==> config.mk <==
export PLATFORM = sky130hd
export DESIGN_NAME = mult_booth_seq
export DESIGN_NICKNAME = d
export VERILOG_FILES = /design/src/rtl/mult_booth_seq_pkg.sv /design/src/rtl/mult_booth_seq_addsub_33.sv /design/src/rtl/mult_booth_seq.sv
export SDC_FILE = /design/constraint.sdc
export NUM_CORES = 1
export LEC_CHECK = 0
export ABC_AREA = 1
export BUFFER_PORTS_ARGS = -buffer_cell sky130_fd_sc_hd__buf_2
export CORE_ASPECT_RATIO = 1.1
export CORE_MARGIN = 2
export CORE_UTILIZATION = 58
export DETAILED_ROUTE_END_ITERATION = 10
export HOLD_SLACK_MARGIN = 0.02
export PLACE_DENSITY = 0.78
export REMOVE_ABC_BUFFERS = 1
export SYNTH_ARGS = -nofsm -noshare
export SYNTH_HDL_FRONTEND = slang
export SYNTH_SLANG_ARGS = --single-unit
==> constraint.sdc <==
create_clock -name clock -period 3.7 [get_ports clock]
set_input_delay 0.74 -clock clock [delete_from_list [all_inputs] [get_ports clock]]
set_output_delay 0.74 -clock clock [all_outputs]
set_load 0.01 [all_outputs]
==> src/rtl/mult_booth_seq_pkg.sv <==
// Shared constants, state encoding and datapath structs for the sequential Booth multiplier.
package mult_booth_seq_pkg;
  localparam int MULT_WIDTH = 32;
  localparam int MULT_ITERS = 32;
  localparam int MULT_CNT_W = 5;

  typedef enum logic [1:0] {
    MS_IDLE = 2'd0,
    MS_RUN  = 2'd1,
    MS_DONE = 2'd2
  } ms_state_e;

  // {acc, q, q_1}: shifts right as one 66-bit arithmetic register
  typedef struct packed {
    logic [MULT_WIDTH:0]   acc;
    logic [MULT_WIDTH-1:0] q;
    logic                  q_1;
  } booth_t;

  typedef struct packed {
    logic [MULT_WIDTH-1:0] hi;
    logic [MULT_WIDTH-1:0] lo;
  } mult_rsp_t;

  function automatic logic [MULT_WIDTH:0] sext1(input logic [MULT_WIDTH-1:0] v);
    return {v[MULT_WIDTH-1], v};
  endfunction
endpackage

==> src/rtl/mult_booth_seq_addsub_33.sv <==
// 33-bit add/subtract: four chained 8-bit carry-lookahead slices plus a 1-bit top slice.
module cla_8 (
  input  logic [7:0] a,
  input  logic [7:0] b,
  input  logic       cin,
  output logic [7:0] sum,
  output logic       cout
);
  logic [7:0] g, p;
  logic [8:0] c;
  logic       t, pp;

  always_comb begin
    g = a & b;
    p = a ^ b;
    c = '0;
    t = 1'b0;
    pp = 1'b0;
    c[0] = cin;
    // each carry is the flat generate/propagate sum, not a ripple chain
    for (int i = 0; i < 8; i++) begin
      t  = g[i];
      pp = p[i];
      for (int j = i - 1; j >= 0; j--) begin
        t  = t | (pp & g[j]);
        pp = pp & p[j];
      end
      c[i+1] = t | (pp & cin);
    end
    sum  = p ^ c[7:0];
    cout = c[8];
  end
endmodule

module addsub_33 (
  input  logic [32:0] a,
  input  logic [32:0] b,
  input  logic        sub,
  output logic [32:0] sum
);
  logic [32:0] bx;
  logic [4:0]  c;

  // subtract as a + ~b + 1
  assign bx   = b ^ {33{sub}};
  assign c[0] = sub;

  for (genvar k = 0; k < 4; k++) begin : g_slice
    cla_8 u_cla (
      .a   (a[8*k +: 8]),
      .b   (bx[8*k +: 8]),
      .cin (c[k]),
      .sum (sum[8*k +: 8]),
      .cout(c[k+1])
    );
  end

  assign sum[32] = a[32] ^ bx[32] ^ c[4];
endmodule

==> src/rtl/mult_booth_seq.sv <==
// Radix-2 Booth signed 32x32 multiplier, one add/sub per cycle, 32 iterations to HI/LO.
// Define MULT_OVF_EN to add the registered 'overflow' output (product exceeds signed 32 bits).
import mult_booth_seq_pkg::*;

module mult_booth_seq #(
  parameter int WIDTH = MULT_WIDTH
) (
  input  logic             clock,
  input  logic             reset_n,
  input  logic             start,
  input  logic [WIDTH-1:0] operand_a,
  input  logic [WIDTH-1:0] operand_b,
  output logic             busy,
  output logic             result_rdy,
`ifdef MULT_OVF_EN
  output logic             overflow,
`endif
  output logic [WIDTH-1:0] hi,
  output logic [WIDTH-1:0] lo
);
  ms_state_e             state, state_nx;
  booth_t                bq, bq_nx;
  mult_rsp_t             rsp;
  logic [MULT_WIDTH:0]   mcand, sum, acc_op;
  logic [MULT_CNT_W-1:0] count;
  logic                  accept, last, sub;

  assign accept = start && (state != MS_RUN);
  assign last   = (state == MS_RUN) && (count == MULT_CNT_W'(MULT_ITERS - 1));
  assign sub    = bq.q[0] & ~bq.q_1;

  addsub_33 u_addsub (
    .a  (bq.acc),
    .b  (mcand),
    .sub(sub),
    .sum(sum)
  );

  always_comb begin
    acc_op = (bq.q[0] ^ bq.q_1) ? sum : bq.acc;
    bq_nx  = {acc_op[MULT_WIDTH], acc_op, bq.q};
  end

  always_ff @(posedge clock or negedge reset_n) begin
    if (!reset_n) state <= MS_IDLE;
    else          state <= state_nx;
  end

  always_comb begin
    state_nx = MS_IDLE;
    case (state)
      MS_IDLE: state_nx = start ? MS_RUN : MS_IDLE;
      MS_RUN:  state_nx = last  ? MS_DONE : MS_RUN;
      MS_DONE: state_nx = start ? MS_RUN : MS_IDLE;
      default: state_nx = MS_IDLE;
    endcase
  end

  always_comb begin
    busy       = (state == MS_RUN);
    result_rdy = (state == MS_DONE);
  end

  always_ff @(posedge clock or negedge reset_n) begin
    if (!reset_n) begin
      mcand <= '0;
      bq    <= '0;
      count <= '0;
      rsp   <= '0;
    end else if (accept) begin
      mcand <= sext1(operand_a);
      bq    <= {{(MULT_WIDTH+1){1'b0}}, operand_b, 1'b0};
      count <= '0;
    end else if (state == MS_RUN) begin
      bq    <= bq_nx;
      count <= count + 1'b1;
      if (last) rsp <= {bq_nx.acc[MULT_WIDTH-1:0], bq_nx.q};
    end
  end

  assign hi = rsp.hi;
  assign lo = rsp.lo;

`ifdef MULT_OVF_EN
  always_ff @(posedge clock or negedge reset_n) begin
    if (!reset_n)  overflow <= 1'b0;
    else if (last) overflow <= bq_nx.acc[MULT_WIDTH-1:0] != {MULT_WIDTH{bq_nx.q[MULT_WIDTH-1]}};
  end
`endif
endmodule

==> results.md <==
- total iterations of the first detailed-routing run: 8
- Worst Path Required: 3.97 ns
- overall die area: 16200 um^2
- Post-synth EDFFs: 0
- number of global-route vias before repair: 7376
- number of cells upsized or downsized after cts: 0
- Crit Path Max Fanout: 35
- Post-Route Hold Slack: 0.259 ns
- cell count after synthesis: 1089
- Switching Share: 47.4%
- sequential element share of the synthesized area: 47.8%
- xor/xnor cell area share of the yosys netlist: 3.59%
- power density over the cells: 1150 nW/um^2
- internal power: 6.18 mW
- Max Transition Viols Final: 0
- total congestion overflow: 0
- Worst Setup Path Type: flop to flop
- Iteration-0 DRC Markers: 438
- largest net degree at the start of global routing: 106
- clock group share of total power: 14.7%
- number of I/O pins: 133
- switching power: 5.57 mW
- half-perimeter wire length of the detailed placement result: 13300 um
- number of placement rows: 47
- count of distinct cell types in the synthesized netlist: 38
- Starting Density: 58.8%
- overall fraction of global-route tracks in use: 26.4%
- Worst Path Arrival: 3.53 ns
- Placer Congestion: 0.896
- antenna violations before repair: 1
- insertion delay of the later-clocked pin in the worst-skew pair: 0.44 ns
- max-capacitance violation count: 0
- cell taking the most area after synthesis: sky130_fd_sc_hd__dfrtp_1
- Final period util: 87.9%
- per-instance average area after synthesis: 8.07 um^2
- layout cell share with drive strength beyond 1: 16.1%
- filler cell count: 1311
- combinational group share of total power: 58.0%
- main combinational cell family by area after synthesis: simple AND/OR/NAND/NOR gates
- number of hold-slack violations in the final timing report: 0
- Setup WS pre-CTS: 0.470 ns
- simple-gate share of the synthesized area: 25.8%
- routed len/inst: 14.3 um
- most common cell in the netlist: sky130_fd_sc_hd__nand2_1
- Root Buffer Master: sky130_fd_sc_hd__clkbuf_16
- post-synthesis compound-gate area fraction: 10.5%
- vertical die dimension: 133 um
- area post-placement: 9640 um^2
- combined area of the multi-input logic cells: 4020 um^2
- clock tree from TritonCTS: yes
- relative slew slack: 30.9%
- number of synthesized register bits: 168
- critical path capture point type: flop
- # Post-CTS Setup Buffers: 0
- net count reported at finish: 1308
- worst path setup slack after routing: 0.449 ns
- total number of vias: 7478
- Setup TNS Final: 0 ns
- PortBufs: 132
- share of cell area taken by muxes after synthesis: 0%
- Die X: 121 um
- clk slew on worst S/H paths: 0.07 ns
- leakage: 5.28 nW
- RSZ-0062 raised after global routing: false
- clock sinks: 168
- top post-synthesis cells by area: sky130_fd_sc_hd__dfrtp_1, sky130_fd_sc_hd__nand2_1, sky130_fd_sc_hd__ha_1
- Setup-failing EPs final: 0
- fin util: 68.3%
- area of the core: 14900 um^2
- post-synthesis instance area: 8790 um^2
- Highest Clock Rate: 308 MHz
- highest ir drop seen on vdd: 0.000495 V
- vias per cell: 5.29
- cell count after placement: 1380
- maximum number of buffers from clock root to sink: 2
- global-route wire length before repair: 34000 um
- Slew @ Worst Pin: 1.03 ns
- Post-synth top flop: sky130_fd_sc_hd__dfrtp_1
- final cell count without fillers: 1413
- FF/Latch Area: 4200 um^2
- total CTS buffers: 17
- path category of the worst min-delay check: primary input to async pin
- fraction of the mapped netlist area in adder cells: 5.67%
- area fraction of the dominant cell type after synthesis: 47.8%
- setup slack, reg-to-reg: 0.45 ns
- finished layout cell area: 10200 um^2
- post-synthesis to final-layout area growth: 16.2%
- sequential cell fraction of total power: 27.2%
- clock period minus final worst setup slack: 3.25 ns
- Fin Clk Skew: 0.00953 ns
- outcome: complete, no violations
- # H-tree levels: 4
- kind of start point of the critical path: flop
- count of nets left with antenna violations after detail routing: 0
- share of synthesized flip-flops with an asynchronous set or reset: 100%
- number of synthesis warnings: 0
- number of remaining DRC errors: 0
- WL final: 20200 um
- number of hold buffers added after CTS: 0
- most common library cells after synthesis: sky130_fd_sc_hd__nand2_1, sky130_fd_sc_hd__dfrtp_1, sky130_fd_sc_hd__inv_1, sky130_fd_sc_hd__o21ai_0, sky130_fd_sc_hd__nand3_1
- power after layout: 11.7 mW
-- area by class of cell --
| class | instances | area share [%] |
|---|---|---|
| diodes | 1 | 0.0245 |
| clock buffers | 18 | 4.30 |
| clock inverters | 14 | 1.24 |
| inverters | 99 | 3.64 |
| multi-input cells | 773 | 39.4 |
| flip-flops and latches | 168 | 41.2 |
| well taps | 196 | 2.40 |
| repair buffers | 144 | 7.78 |
-- critical path: stages, from the launching register on --
cell,delay [ns]
sky130_fd_sc_hd__dfrtp_1,0.37
sky130_fd_sc_hd__inv_1,0.08
sky130_fd_sc_hd__ha_2,0.20
sky130_fd_sc_hd__buf_12,0.26
sky130_fd_sc_hd__xor2_1,0.20
sky130_fd_sc_hd__ha_1,0.31
sky130_fd_sc_hd__nand2_4,0.13
sky130_fd_sc_hd__inv_1,0.08
sky130_fd_sc_hd__nand2_1,0.07
sky130_fd_sc_hd__nand2_1,0.06
sky130_fd_sc_hd__a21oi_1,0.22
sky130_fd_sc_hd__nand2_4,0.13
sky130_fd_sc_hd__nand2_2,0.10
sky130_fd_sc_hd__nand2_4,0.09
sky130_fd_sc_hd__fa_1,0.39
sky130_fd_sc_hd__xnor2_1,0.15
sky130_fd_sc_hd__nand2_1,0.06
sky130_fd_sc_hd__o21ai_0,0.09
sky130_fd_sc_hd__o21ai_0,0.10
-- logic make-up after synthesis --
logic type,Yosys count
AND/OR/NAND/NOR,548
adder cells (fa/ha/maj),38
flip-flops,168
XOR/XNOR,36
buffers and inverters,148
AO/OA/AOI/OAI,151
-- metal layers --
layer | routed length (um) | vias to the layer above | track usage (%)
met1 | 8840 | 3503 | 33.7
met4 | 354 | 0 | 8.43
met5 | 0 | - | 0
met3 | 1400 | 25 | 7.96
li1 | - | 3768 | -
met2 | 9590 | 182 | 43.2
-- state kept, by name (all words and copies together) (netlist names) --
signal and cells:
count 5, state 2, lo 32, bq 65
hi 32, mcand 32
-- cells in the final DEF (no fill, tap or decap), types with 3 or more instances in the layout --
master	instances
sky130_fd_sc_hd__a21oi_1	29
sky130_fd_sc_hd__fa_1	3
sky130_fd_sc_hd__buf_4	9
sky130_fd_sc_hd__inv_6	8
sky130_fd_sc_hd__ha_1	34
sky130_fd_sc_hd__o21ai_0	69
sky130_fd_sc_hd__nand2_1	398
sky130_fd_sc_hd__or2_2	7
sky130_fd_sc_hd__clkinvlp_4	3
sky130_fd_sc_hd__nand2_2	4
sky130_fd_sc_hd__buf_12	3
sky130_fd_sc_hd__inv_1	97
sky130_fd_sc_hd__nand3_1	67
sky130_fd_sc_hd__nor3_1	6
sky130_fd_sc_hd__nand2_4	4
sky130_fd_sc_hd__o211ai_1	3
sky130_fd_sc_hd__o22ai_1	7
sky130_fd_sc_hd__a22o_1	3
sky130_fd_sc_hd__buf_2	131
sky130_fd_sc_hd__nor4_1	3
sky130_fd_sc_hd__clkbuf_16	17
sky130_fd_sc_hd__xnor2_1	3
sky130_fd_sc_hd__inv_8	3
sky130_fd_sc_hd__nand3b_1	3
sky130_fd_sc_hd__nor2_1	40
sky130_fd_sc_hd__nand4_1	9
sky130_fd_sc_hd__o21bai_1	3
sky130_fd_sc_hd__xor2_1	33
sky130_fd_sc_hd__dfrtp_1	168
sky130_fd_sc_hd__o221ai_1	32
-- power by group through the flow --
stage | Sequential (mW) | Combinational, mW | Clock [mW]
finish | 3.20 | 6.82 | 1.73
detailed placement | 3.21 | 6.79 | 0
global route | 3.30 | 7.85 | 1.83
CTS | 3.20 | 6.84 | 1.74
global placement | 3.20 | 6.59 | 0
floorplan | 3.25 | 4.99 | 0
-- worst paths after layout --
check | from | to | cells after the start
min in group clock | hi[20] | hi[20] | 2
worst max-delay path | bq[0] | hi[24] | 18
worst min register to register | hi[20] | hi[20] | 2
worst max register to register | bq[0] | hi[24] | 18
max in group asynchronous | reset_n | mcand[1] | 2
worst min-delay path | reset_n | bq[43] | 1
(Power assumes the default switching activity.)
